## src/rtl/float16_pkg.sv

```systemverilog
// float16_pkg: binary16 field positions and float_max_sched FSM state encodings
package float16_pkg;
    localparam int SIGN_BIT = 15;
    localparam int EXP_MSB  = 14;
    localparam int EXP_LSB  = 10;
    localparam int MAN_MSB  = 9;
    localparam int MAN_LSB  = 0;

    typedef enum logic [1:0] {
        IDLE  = 2'd0,
        ACCUM = 2'd1,
        DONE  = 2'd2
    } state_t;
endpackage

```

## src/rtl/float16_gt.sv

```systemverilog
// float16_gt: combinational binary16 strict greater-than; NaN/inf ordered by bit pattern
module float16_gt
    import float16_pkg::*;
(
    input  logic [15:0] a,
    input  logic [15:0] b,
    output logic        gt
);
    logic [14:0] ma, mb;

    always_comb begin
        ma = {a[EXP_MSB:EXP_LSB], a[MAN_MSB:MAN_LSB]};
        mb = {b[EXP_MSB:EXP_LSB], b[MAN_MSB:MAN_LSB]};
        // +0 and -0 compare equal, so a sign difference alone is not enough
        gt = (a[SIGN_BIT] != b[SIGN_BIT]) ? (!a[SIGN_BIT] && (ma != '0 || mb != '0))
           : a[SIGN_BIT] ? (ma < mb) : (ma > mb);
    end
endmodule

```

## src/rtl/float_max_sched.sv

```systemverilog
// float_max_sched: streams a burst of binary16 values and reports the maximum and its first index
module float_max_sched
    import float16_pkg::*;
#(
    parameter int IDX_W = 8
) (
    input  logic             clk,
    input  logic             rst,
    input  logic             in_valid,
    output logic             in_ready,
    input  logic [15:0]      in_data,
    input  logic             in_last,
    output logic             out_valid,
    input  logic             out_ready,
    output logic [15:0]      out_max,
    output logic [IDX_W-1:0] out_idx,
    output logic             out_ovf
);
    localparam logic [IDX_W:0] CNT_ONE = {{IDX_W{1'b0}}, 1'b1};

    state_t           state_q, state_d;
    logic [15:0]      max_q, max_d;
    logic [IDX_W-1:0] idx_q, idx_d;
    logic [IDX_W:0]   cnt_q, cnt_d;
    logic             ovf_q, ovf_d;
    logic             gt, in_xfer, out_xfer, first, sat;

    float16_gt u_gt (
        .a  (in_data),
        .b  (max_q),
        .gt (gt)
    );

    always_ff @(posedge clk) begin
        if (rst) state_q <= IDLE;
        else     state_q <= state_d;
    end

    always_comb begin
        state_d = (state_q == DONE) ? (out_xfer ? IDLE : DONE)
                : (in_xfer ? (in_last ? DONE : ACCUM) : state_q);
    end

    always_comb begin
        in_ready  = !rst && state_q != DONE;
        out_valid = !rst && state_q == DONE;
        out_max   = rst ? '0 : max_q;
        out_idx   = rst ? '0 : idx_q;
        out_ovf   = !rst && ovf_q;
        in_xfer   = in_valid && in_ready;
        out_xfer  = out_valid && out_ready;
    end

    // cnt_q is the index of the element being accepted; its MSB marks saturation at 2**IDX_W
    always_comb begin
        first = state_q == IDLE;
        sat   = cnt_q[IDX_W];
        max_d = (in_xfer && (first || gt)) ? in_data : max_q;
        idx_d = !in_xfer ? idx_q : first ? '0 : (gt && !sat) ? cnt_q[IDX_W-1:0] : idx_q;
        cnt_d = !in_xfer ? cnt_q : first ? CNT_ONE : sat ? cnt_q : cnt_q + CNT_ONE;
        ovf_d = !in_xfer ? ovf_q : !first && (ovf_q || sat);
    end

    always_ff @(posedge clk) begin
        if (rst) begin
            max_q <= '0;
            idx_q <= '0;
            cnt_q <= '0;
            ovf_q <= 1'b0;
        end else begin
            max_q <= max_d;
            idx_q <= idx_d;
            cnt_q <= cnt_d;
            ovf_q <= ovf_d;
        end
    end
endmodule

```

## config.mk

```make
export PLATFORM = sky130hd
export DESIGN_NAME = float_max_sched
export DESIGN_NICKNAME = d
export VERILOG_FILES = /design/src/rtl/float16_pkg.sv /design/src/rtl/float16_gt.sv /design/src/rtl/float_max_sched.sv
export SDC_FILE = /design/constraint.sdc
export NUM_CORES = 1
export LEC_CHECK = 0
export ABC_AREA = 1
export BUFFER_PORTS_ARGS = -buffer_cell sky130_fd_sc_hd__buf_2
export CORE_ASPECT_RATIO = 1.1
export CORE_MARGIN = 10
export CORE_UTILIZATION = 45
export CTS_CLUSTER_SIZE = 25
export DETAILED_ROUTE_END_ITERATION = 8
export GPL_ROUTABILITY_DRIVEN = 0
export HOLD_SLACK_MARGIN = 0.12
export PLACE_DENSITY_LB_ADDON = 0.15
export RECOVER_POWER = 50
export SETUP_SLACK_MARGIN = 0.1
export SYNTH_ARGS = -nofsm -noshare
export SYNTH_HDL_FRONTEND = slang
export SYNTH_SLANG_ARGS = --single-unit
export TNS_END_PERCENT = 1
```

## constraint.sdc

```tcl
create_clock -name clk -period 2.9 [get_ports clk]
set_input_delay 0.145 -clock clk [delete_from_list [all_inputs] [get_ports clk]]
set_output_delay 0.145 -clock clk [all_outputs]
set_load 0.01 [all_outputs]
```

# --- Yosys cells after proc, flatten, opt, wreduce, memory -nomap -nowiden ---
# Cells that the tools add are included.
word_totals:
  reg_bits: 36
  input_bits: 21
  output_inout_bits: 27
  word_cells: 48
op_classes:
  add_sub_neg: 1
  magnitude_cmp: 2
  n_eq_ne: 4
  mux: 12
  n_reduce_logical: 23
op_table:
  columns: ["op", "n"]
  rows:
  - ["15-bit nonzero test", 2]
  - ["8-bit two-way mux", 3]
  - ["9-bit two-way mux", 2]
  - ["16-bit two-way mux", 1]
  - ["15-bit greater-than comparator", 1]
  - ["15-bit less-than comparator", 1]
  - ["9-bit by 1-bit adder with 9-bit output, second input constant", 1]
  - ["1-bit logical AND", 9]
  - ["2-bit two-way mux", 4]
  - ["1-bit logical NOT", 4]
  - ["2-bit != test, second input constant", 2]
  - ["2-bit AND reduction", 2]
  - ["2-bit nonzero test", 2]
  - ["1-bit logical OR", 3]
  - ["2-bit == test, second input constant", 1]
  - ["2-bit logical NOT", 1]
  - ["1-bit two-way mux", 2]
  - ["1-bit != test", 1]

# --- Depth between registers and ports, before layout ---
# Gate-level depths: netlist (run 1).
depth:
  depth_word: 7
  depth_mapped: 18
  depth_no_buf: 16

# --- Modules after synthesis ---
# A second synthesis (run 1) with hierarchy kept.
hier_totals:
  cells_unflattened: 368
  hier_area_um2: 2309.7
modules_own_cells:
  columns: ["module", "instances", "cells_each", "area_per_inst_um2", "seq_area_each_um2"]
  rows:
  - ["float_max_sched", 1, 262, 1756.7, 720.7]
  - ["float16_gt", 1, 106, 553.0, 0.0]

# --- Worst setup path before layout (run 1) ---
# No wires, ideal clock.
synth_timing:
  path_type: "reg2reg"
  from: "reg max_q[14]"
  to: "reg max_q[12]"
  setup_ns: 0.116
  t_arrival_ns: 1.726
  t_required_ns: 2.784
  path_slack_ns: 1.058
  stages_incl_launch_ff: 17
  n_path_buf: 2
  period_less_slack_ns: 1.842
  path_cell_list: "dfxtp_1 -> inv_1 -> ha_1 -> nand2_2 -> inv_1 -> nand2_1 -> nand2_1 -> a21oi_1 -> nand2_1 -> nand2_1 -> nand2_1 -> nand2_1 -> nand2_1 -> buf_6 -> buf_6 -> a21oi_1 -> nor2_2"
synth_between:
  elab_chain_len: 6
  elab_cells_between_ends: 9
  cone_classes: "2 x order compare; 2 x mux; 5 x reduce/logical"
synth_lines:
  columns: ["item", "line", "rtl"]
  rows:
  - ["start: declaration", "float_max_sched.sv:22", "logic [15:0] max_q, max_d;"]
  - ["start signal: assignment", "float_max_sched.sv:71", "max_q <= max_d;"]
  - ["parallel branches: the longest is 3 deep, another holds 15-bit greater-than comparator", null, null]
  - ["1-bit two-way mux (*)", "float16_gt.sv:15", "gt = (a[SIGN_BIT] != b[SIGN_BIT]) ? (!a[SIGN_BIT] && (ma != '0 || mb != '0))"]
  - ["1-bit logical OR (*)", "float_max_sched.sv:58", "max_d = (in_xfer && (first || gt)) ? in_data : max_q;"]
  - ["1-bit logical AND (*)", "float_max_sched.sv:58", null]
# Every way passes the cells marked *.
# A chain may end at the register's enable or synchronous reset.

# --- Worst setup path after layout (run 1) ---
layout_timing:
  from: "in rst"
  to: "reg cnt_q[2]"
layout_between:
  elab_chain_len: 4
layout_lines:
  columns: ["item", "line", "rtl"]
  rows:
  - ["start: declaration", "float_max_sched.sv:8", "input logic rst,"]
  - ["1-bit logical NOT", "float_max_sched.sv:45", "in_ready = !rst && state_q != DONE;"]
  - ["1-bit logical AND", "float_max_sched.sv:45", null]
  - ["1-bit logical AND", "float_max_sched.sv:50", "in_xfer = in_valid && in_ready;"]
  - ["2-bit AND reduction (no line)", null, null]
  - ["end signal: assignment", "float_max_sched.sv:73", "cnt_q <= cnt_d;"]
  - ["end: declaration", "float_max_sched.sv:24", "logic [IDX_W:0] cnt_q, cnt_d;"]
# Parallel ways exist; a longest one is shown, timed or not.

==> results of run 1 <==
-- power by group --
| part | switching (mW) | total [mW] | internal (mW) |
|---|---|---|---|
| clock | 0.183 | 0.438 | 0.254 |
| sequential | 0.0242 | 0.552 | 0.528 |
| combinational | 0.196 | 0.307 | 0.111 |
-- timing repair --
| action | CTS | global route |
|---|---|---|
| hold buffers | 1 | 0 |
| resized for setup | 0 | 0 |
| endpoints found under the setup margin | 0 | 0 |
| endpoints found under the hold margin | 1 | 0 |
-- per-stage QoR --
step / area (sq um) / hold slack (ns) / total power [mW] / cells / setup slack (ns)
finish: 2700 / 0.205 / 1.30 / 481 / 0.550
CTS: 2750 / 0.201 / 1.32 / 481 / 0.711
detailed placement: 2620 / 0.376 / 0.878 / 472 / 0.739
floorplan: 2390 / 0.259 / 0.801 / 378 / 1.06
global route: 2700 / 0.226 / 1.39 / 481 / 0.257
global placement: 2620 / 0.369 / 0.872 / 472 / 0.786
-- final cells by class --
class / count / area share
sequential: 36 / 0.267
clock inverter: 3 / 0.0157
clock buffer: 5 / 0.0255
inverter: 63 / 0.0875
timing repair buffer: 53 / 0.0908
tap: 58 / 0.0269
multi-input combinational: 263 / 0.487
-- routing by layer --
metal,part of all wire,vias up,wire (um)
li1,-,1274,-
met1,0.42,1034,2390
met2,0.52,33,2920
met3,0.045,8,252
met4,0.015,0,85
met5,0,-,0
-- sequential cells by signal, summed over array words and instances (netlist names) --
signal   count
cnt_q        9
idx_q        8
max_q       16
ovf_q        1
state_q      2
-- worst reg2reg max path, stage by stage (launching register included) --
cell and delay, ns:
dfxtp_1 0.35, inv_1 0.06, ha_1 0.29, nand2_2 0.11
inv_1 0.04, nand2_1 0.06, nand2_1 0.06, a21oi_1 0.16
nand3_1 0.10, nand2_1 0.07, nand2_1 0.05, nand2_1 0.07
buf_4 0.37, nand2_1 0.12, nand2_1 0.09, o21ai_0 0.08
-- worst max-delay path by stage --
stage,from,to,slack (ns),cells after the start
finish,rst,cnt_q[2]$_SDFFE_PP0P_,0.55,7
global route,rst,cnt_q[2]$_SDFFE_PP0P_,0.26,7
CTS,max_q[14]$_SDFFE_PP0P_,idx_q[6]$_SDFFE_PP0P_,0.71,15
detailed placement,max_q[14]$_SDFFE_PP0P_,idx_q[6]$_SDFFE_PP0P_,0.74,15
global placement,max_q[14]$_SDFFE_PP0P_,idx_q[6]$_SDFFE_PP0P_,0.79,13
floorplan,max_q[14]$_SDFFE_PP0P_,max_q[12]$_SDFFE_PP0P_,1.06,16
-- cells by family after synthesis --
| family | after synthesis |
|---|---|
| adder cells (fa/ha/maj) | 16 |
| buffers and inverters | 79 |
| flip-flops | 36 |
| AO/OA/AOI/OAI | 51 |
| AND/OR/NAND/NOR | 196 |
-- placed cells by master, fill, tap and decap left out, types with 2 or more instances in the layout --
| master | n |
|---|---|
| buf_4 | 4 |
| nand3_1 | 22 |
| and3_1 | 2 |
| o21ai_0 | 6 |
| nand3_2 | 8 |
| nand2_1 | 78 |
| nor2_1 | 72 |
| a31oi_1 | 2 |
| a211oi_1 | 2 |
| clkbuf_1 | 28 |
| buf_2 | 20 |
| nor3_1 | 5 |
| a21oi_1 | 40 |
| clkbuf_8 | 5 |
| inv_2 | 2 |
| nand4_1 | 4 |
| inv_1 | 60 |
| nor2_2 | 3 |
| ha_1 | 16 |
| dfxtp_1 | 36 |
==> flow_summary.json, run 1 <==
{
  "status": "complete, no violations",
  "period_share": 0.810,
  "met2_usage": 0.255,
  "synthAdderAreaFrac": 0.0839,
  "drc_errors": 0,
  "ioPinCount": 48,
  "multi_input_area_sq_mm": 0.00132,
  "crit_path_top_delay_cell": "a21oi_1",
  "h-tree-depth": 2,
  "slew-limit-headroom": 0.121,
  "critical-path-top-delay-family": "compound AO/OA/AOI/OAI gates",
  "r2r-start": "max_q[14]$_SDFFE_PP0P_",
  "worstPathCellList": "clkbuf_1 -> a21oi_1 -> nand2_1 -> a21oi_1 -> buf_4 -> a21oi_1 -> a311oi_1",
  "synth-main-ff-cell": "dfxtp_1",
  "grtUsageMet1": 0.142,
  "synth_top_family_by_area": "simple AND/OR/NAND/NOR gates",
  "powerDensity_mw_per_mm2": 480,
  "wl_per_cell_um": 11.7,
  "diodes": 0,
  "setup_viol": 0,
  "n_fill_cell": 570,
  "core_sq_mm": 0.00507,
  "crit_type": "input pin to flip-flop",
  "maxCapViolations": 0,
  "whs_path_depth": 5,
  "track_usage": 0.135,
  "die_h_um": 96.4,
  "area_growth_syn_to_layout_pct": 13.2,
  "yosys.area_share.simple": 0.357,
  "syn-num-nets": 415,
  "async_flop_share": 0,
  "p_leak_nw": 1.27,
  "ys.warnings.count": 0,
  "grt_max_degree": 35,
  "synth.area.top_cells": "dfxtp_1 (30%), nand2_1 (12%), nor2_1 (11%), inv_1 (9.4%), ha_1 (8.4%)",
  "synth_most_common_cell": "nand2_1",
  "critPathBufInv": 2,
  "endpoint_kind": "flip-flop",
  "synth_top_area_frac": 0.302,
  "synth_common_cells": "nand2_1 (77), nor2_1 (72), inv_1 (60)",
  "yosysSeqAreaShare": 0.302,
  "fin_crit_ns": 2.35,
  "dr.pass1.iters": 4,
  "irDropWorstVdd_mv": 0.389,
  "clock.fmax_mhz": 426,
  "ys_types": 25,
  "dp_hpwl_um": 4300,
  "cp_data_required_time_ns": 3.10,
  "cts-root-buf": "clkbuf_8",
  "grt_pass1_vias": 2231,
  "clockBufferDepth": 2,
  "ant_nets": 0,
  "antenna_found_initial": 0,
  "synth.avg_cell_area_sq_um": 6.31,
  "start_util": 0.471,
  "synth_edf_count": 0,
  "dr.first_iter.drc_count": 91,
  "synth_xor_xnor_area_share": 0,
  "vias_per_cell": 4.88,
  "use_met3": 0.0310,
  "worstPathMaxFanout": 30,
  "rsz0062_at_grt": "false",
  "cts.sinks": 36,
  "crit_arrival_ns": 2.55,
  "die_x_um": 89.4,
  "ys_ff_latch": 36,
  "hold_path_class": "input pin to flip-flop",
  "cts_buffers": 5,
  "yosysTopAreaCell": "dfxtp_1",
  "worst_pin_slew_ns": 1.32,
  "worstReg2RegEnd": "idx_q[6]$_SDFFE_PP0P_",
  "rr_worst_depth": 15,
  "vias": 2349,
  "setup_tns_ns": 0,
  "fin_nets": 459,
  "rows": 27,
  "wl_um": 5650,
  "slowest_delay_ns": 0.72,
  "synth-compound-area-share": 0.113,
  "regArea_sq_um": 721,
  "cts_setup_buffers": 0,
  "crit_top_cell": "a21oi_1",
  "drv_slew": 0,
  "grt_pass1_wl_um": 9530,
  "port_buffers": 47,
  "path_clk_slew_ns": 0.08,
  "dieArea_sq_mm": 0.00862,
  "fin_util": 0.533,
  "min_from": "in_data[1]",
  "syn-cell-area_sq_mm": 0.00239,
  "clock_latency_ns": 0.29,
  "hold_viol": 0,
  "drive_gt1_frac": 0.109,
  "grt-ovfl-total": 0,
  "start_kind": "input pin",
  "grt-busiest-layer": "met2",
  "skew_ns": 0.00954,
  "synth_cells": 378,
  "cts_tree": "yes",
  "r2r_slack_ns": 0.70,
  "synth.mux.area_fraction": 0,
  "hold_end": "max_q[1]$_SDFFE_PP0P_"
}
(Power assumes the default switching activity.)
==> inputs of run 2 (changes only) <==
==> constraint.sdc (replaced) <==
create_clock -name clk -period 2.2 [get_ports clk]
set_input_delay 0.11 -clock clk [delete_from_list [all_inputs] [get_ports clk]]
set_output_delay 0.11 -clock clk [all_outputs]
set_load 0.01 [all_outputs]
==> run 2 against run 1 <==
  * Global-route usage grew 0.14 points
  * Worst hold slack lost 0.042 ns
  * First-iteration DRC count grew 20%
  * Final cell count grew 1.7%
  * Design area grew 8.9%
  * Sequential share of layout area shrank 1.9 points
  * Combinational power grew 68%
  * Non-clock buffer count grew 9
  * Clock power grew 16%
  * Clock-buffer cell count grew 2
  * Clock skew shrank 0.0032 ns
  * Critical path depth grew 9
  * Critical endpoint is now max_q[13]$_SDFFE_PP0P_
  * Highest routed layer unchanged
==> flow_summary.json, run 2 (synthesis gave the netlist of run 1 again) <==
{
  "status": "complete, no violations",
  "regMostFlops": "max_q",
  "core_sq_mm": 0.00507,
  "h-tree-depth": 2,
  "drc_errors": 0,
  "rsz0062_at_grt": "true",
  "vias_per_cell": 5.04,
  "grt-ovfl-total": 0,
  "skew_ns": 0.00635,
  "irDropWorstVdd_mv": 0.429,
  "clockBufferDepth": 2,
  "switchingPower_uw": 564,
  "fin_crit_ns": 2.03,
  "area_growth_syn_to_layout_pct": 23.3,
  "crit_type": "flip-flop to flip-flop",
  "worst_pin_slew_ns": 0.605,
  "period_share": 0.921,
  "worstPathMaxFanout": 7,
  "track_usage": 0.137,
  "clock.fmax_mhz": 493,
  "cp_data_required_time_ns": 2.38,
  "fin_nets": 468,
  "start_kind": "flip-flop",
  "combPwrFrac": 0.294,
  "dr.first_iter.drc_count": 109,
  "endpoint_kind": "flip-flop",
  "power_frac_seq": 0.416,
  "sw_frac_of_total": 0.322,
  "setup_viol": 0,
  "wl_per_cell_um": 12.9,
  "dieArea_sq_mm": 0.00862,
  "largest_reg_flops": 16,
  "drv_slew": 0,
  "die_h_um": 96.4,
  "grt_max_degree": 33,
  "crit_arrival_ns": 2.21,
  "ioPinCount": 48,
  "grt_pass1_wl_um": 9520,
  "cts_tree": "yes",
  "ant_nets": 0,
  "final_cell_mix": "nand2_1 (73), nor2_1 (72), inv_1 (59)",
  "rows": 27,
  "setup_tns_ns": 0,
  "final_area_sq_mm": 0.00294,
  "drive_gt1_frac": 0.181,
  "slew-limit-headroom": 0.596,
  "largestRegisters": "max_q (16), cnt_q (9), idx_q (8)",
  "port_buffers": 47,
  "p_leak_nw": 1.36,
  "r2r_slack_ns": 0.17,
  "cts-root-buf": "clkbuf_8",
  "cts_buffers": 5,
  "wl_um": 6330,
  "p_int_mw": 1.19,
  "path_clk_slew_ns": 0.07,
  "start_util": 0.471,
  "cts.sinks": 36,
  "vias": 2465,
  "antenna_found_initial": 0,
  "layout_commonest_cell": "nand2_1",
  "clock_latency_ns": 0.29,
  "hold_path_class": "input pin to flip-flop",
  "pwr-share-clk": 0.290,
  "place_area_sq_mm": 0.00265,
  "powerDensity_mw_per_mm2": 596,
  "die_x_um": 89.4,
  "maxCapViolations": 0,
  "dr.pass1.iters": 4,
  "grt_pass1_vias": 2195,
  "dp_hpwl_um": 4310,
  "whs_ns": 0.163,
  "hold_viol": 0,
  "diodes": 0
}
==> run 2: final timing paths <==
check | startpoint | end | depth (start not counted)
worst min register to register | idx_q[0]$_SDFFE_PP0P_ | idx_q[0]$_SDFFE_PP0P_ | 2
worst max-delay path | max_q[11]$_SDFFE_PP0P_ | max_q[13]$_SDFFE_PP0P_ | 16
worst min-delay path | in_data[1] | max_q[1]$_SDFFE_PP0P_ | 5
worst max register to register | max_q[11]$_SDFFE_PP0P_ | max_q[13]$_SDFFE_PP0P_ | 16
==> run 2: critical path, cell delays in order, from the launching register on <==
cell and delay (ns):
dfxtp_1 0.38, inv_2 0.08, ha_4 0.28, nand2_2 0.06
nor2_4 0.12, inv_1 0.05, nor2_1 0.10, nand2_1 0.08
nand2_1 0.06, nand2_1 0.04, nand2_1 0.07, nand2_2 0.09
nand2_8 0.12, clkbuf_16 0.18, nand3_2 0.07, nand2_1 0.09
nor2_1 0.05
==> run 2: area by class of cell <==
type	count	area [sq um]
fillers	517	2130
well taps	58	72.6
repair buffers	62	395
inverters	63	236
multi-input cells	263	1410
clock buffers	7	96.3
flip-flops and latches	36	729
==> run 2: stage by stage <==
stage	worst slack (ns)	total power [mW]	utilization	std cells
2_1_floorplan	0.358	1.06	-	378
3_3_place_gp	0.180	1.16	0.523	474
3_5_place_dp	0.153	1.17	0.523	474
4_1_cts	0.133	1.68	0.544	482
6_report	0.173	1.75	0.580	489
5_1_grt	0.0524	1.86	0.580	489
==> run 2: power groups by stage <==
| stage | clock, mW | sequential, mW | combinational [mW] |
|---|---|---|---|
| 2_1_floorplan | 0 | 0.735 | 0.321 |
| 3_3_place_gp | 0 | 0.741 | 0.419 |
| 3_5_place_dp | 0 | 0.742 | 0.426 |
| 4_1_cts | 0.526 | 0.727 | 0.429 |
| 5_1_grt | 0.550 | 0.736 | 0.578 |
| 6_report | 0.508 | 0.729 | 0.516 |
==> run 2: per-layer routing <==
metal  wire, um  share of wire  vias up  GRT usage
met3        259          0.041       15     0.0293
met1       2610           0.41     1127      0.150
li1           -              -     1287          -
met5          0              0        -          0
met4        169          0.027        0     0.0637
met2       3280           0.52       36      0.245
==> run 2: repair_timing <==
action                                  CTS  global route
gates resized for setup                   0            30
hold endpoints to repair                  1             0
hold buffers                              1             0
setup buffers                             0             3
endpoints found under the setup margin    0            24
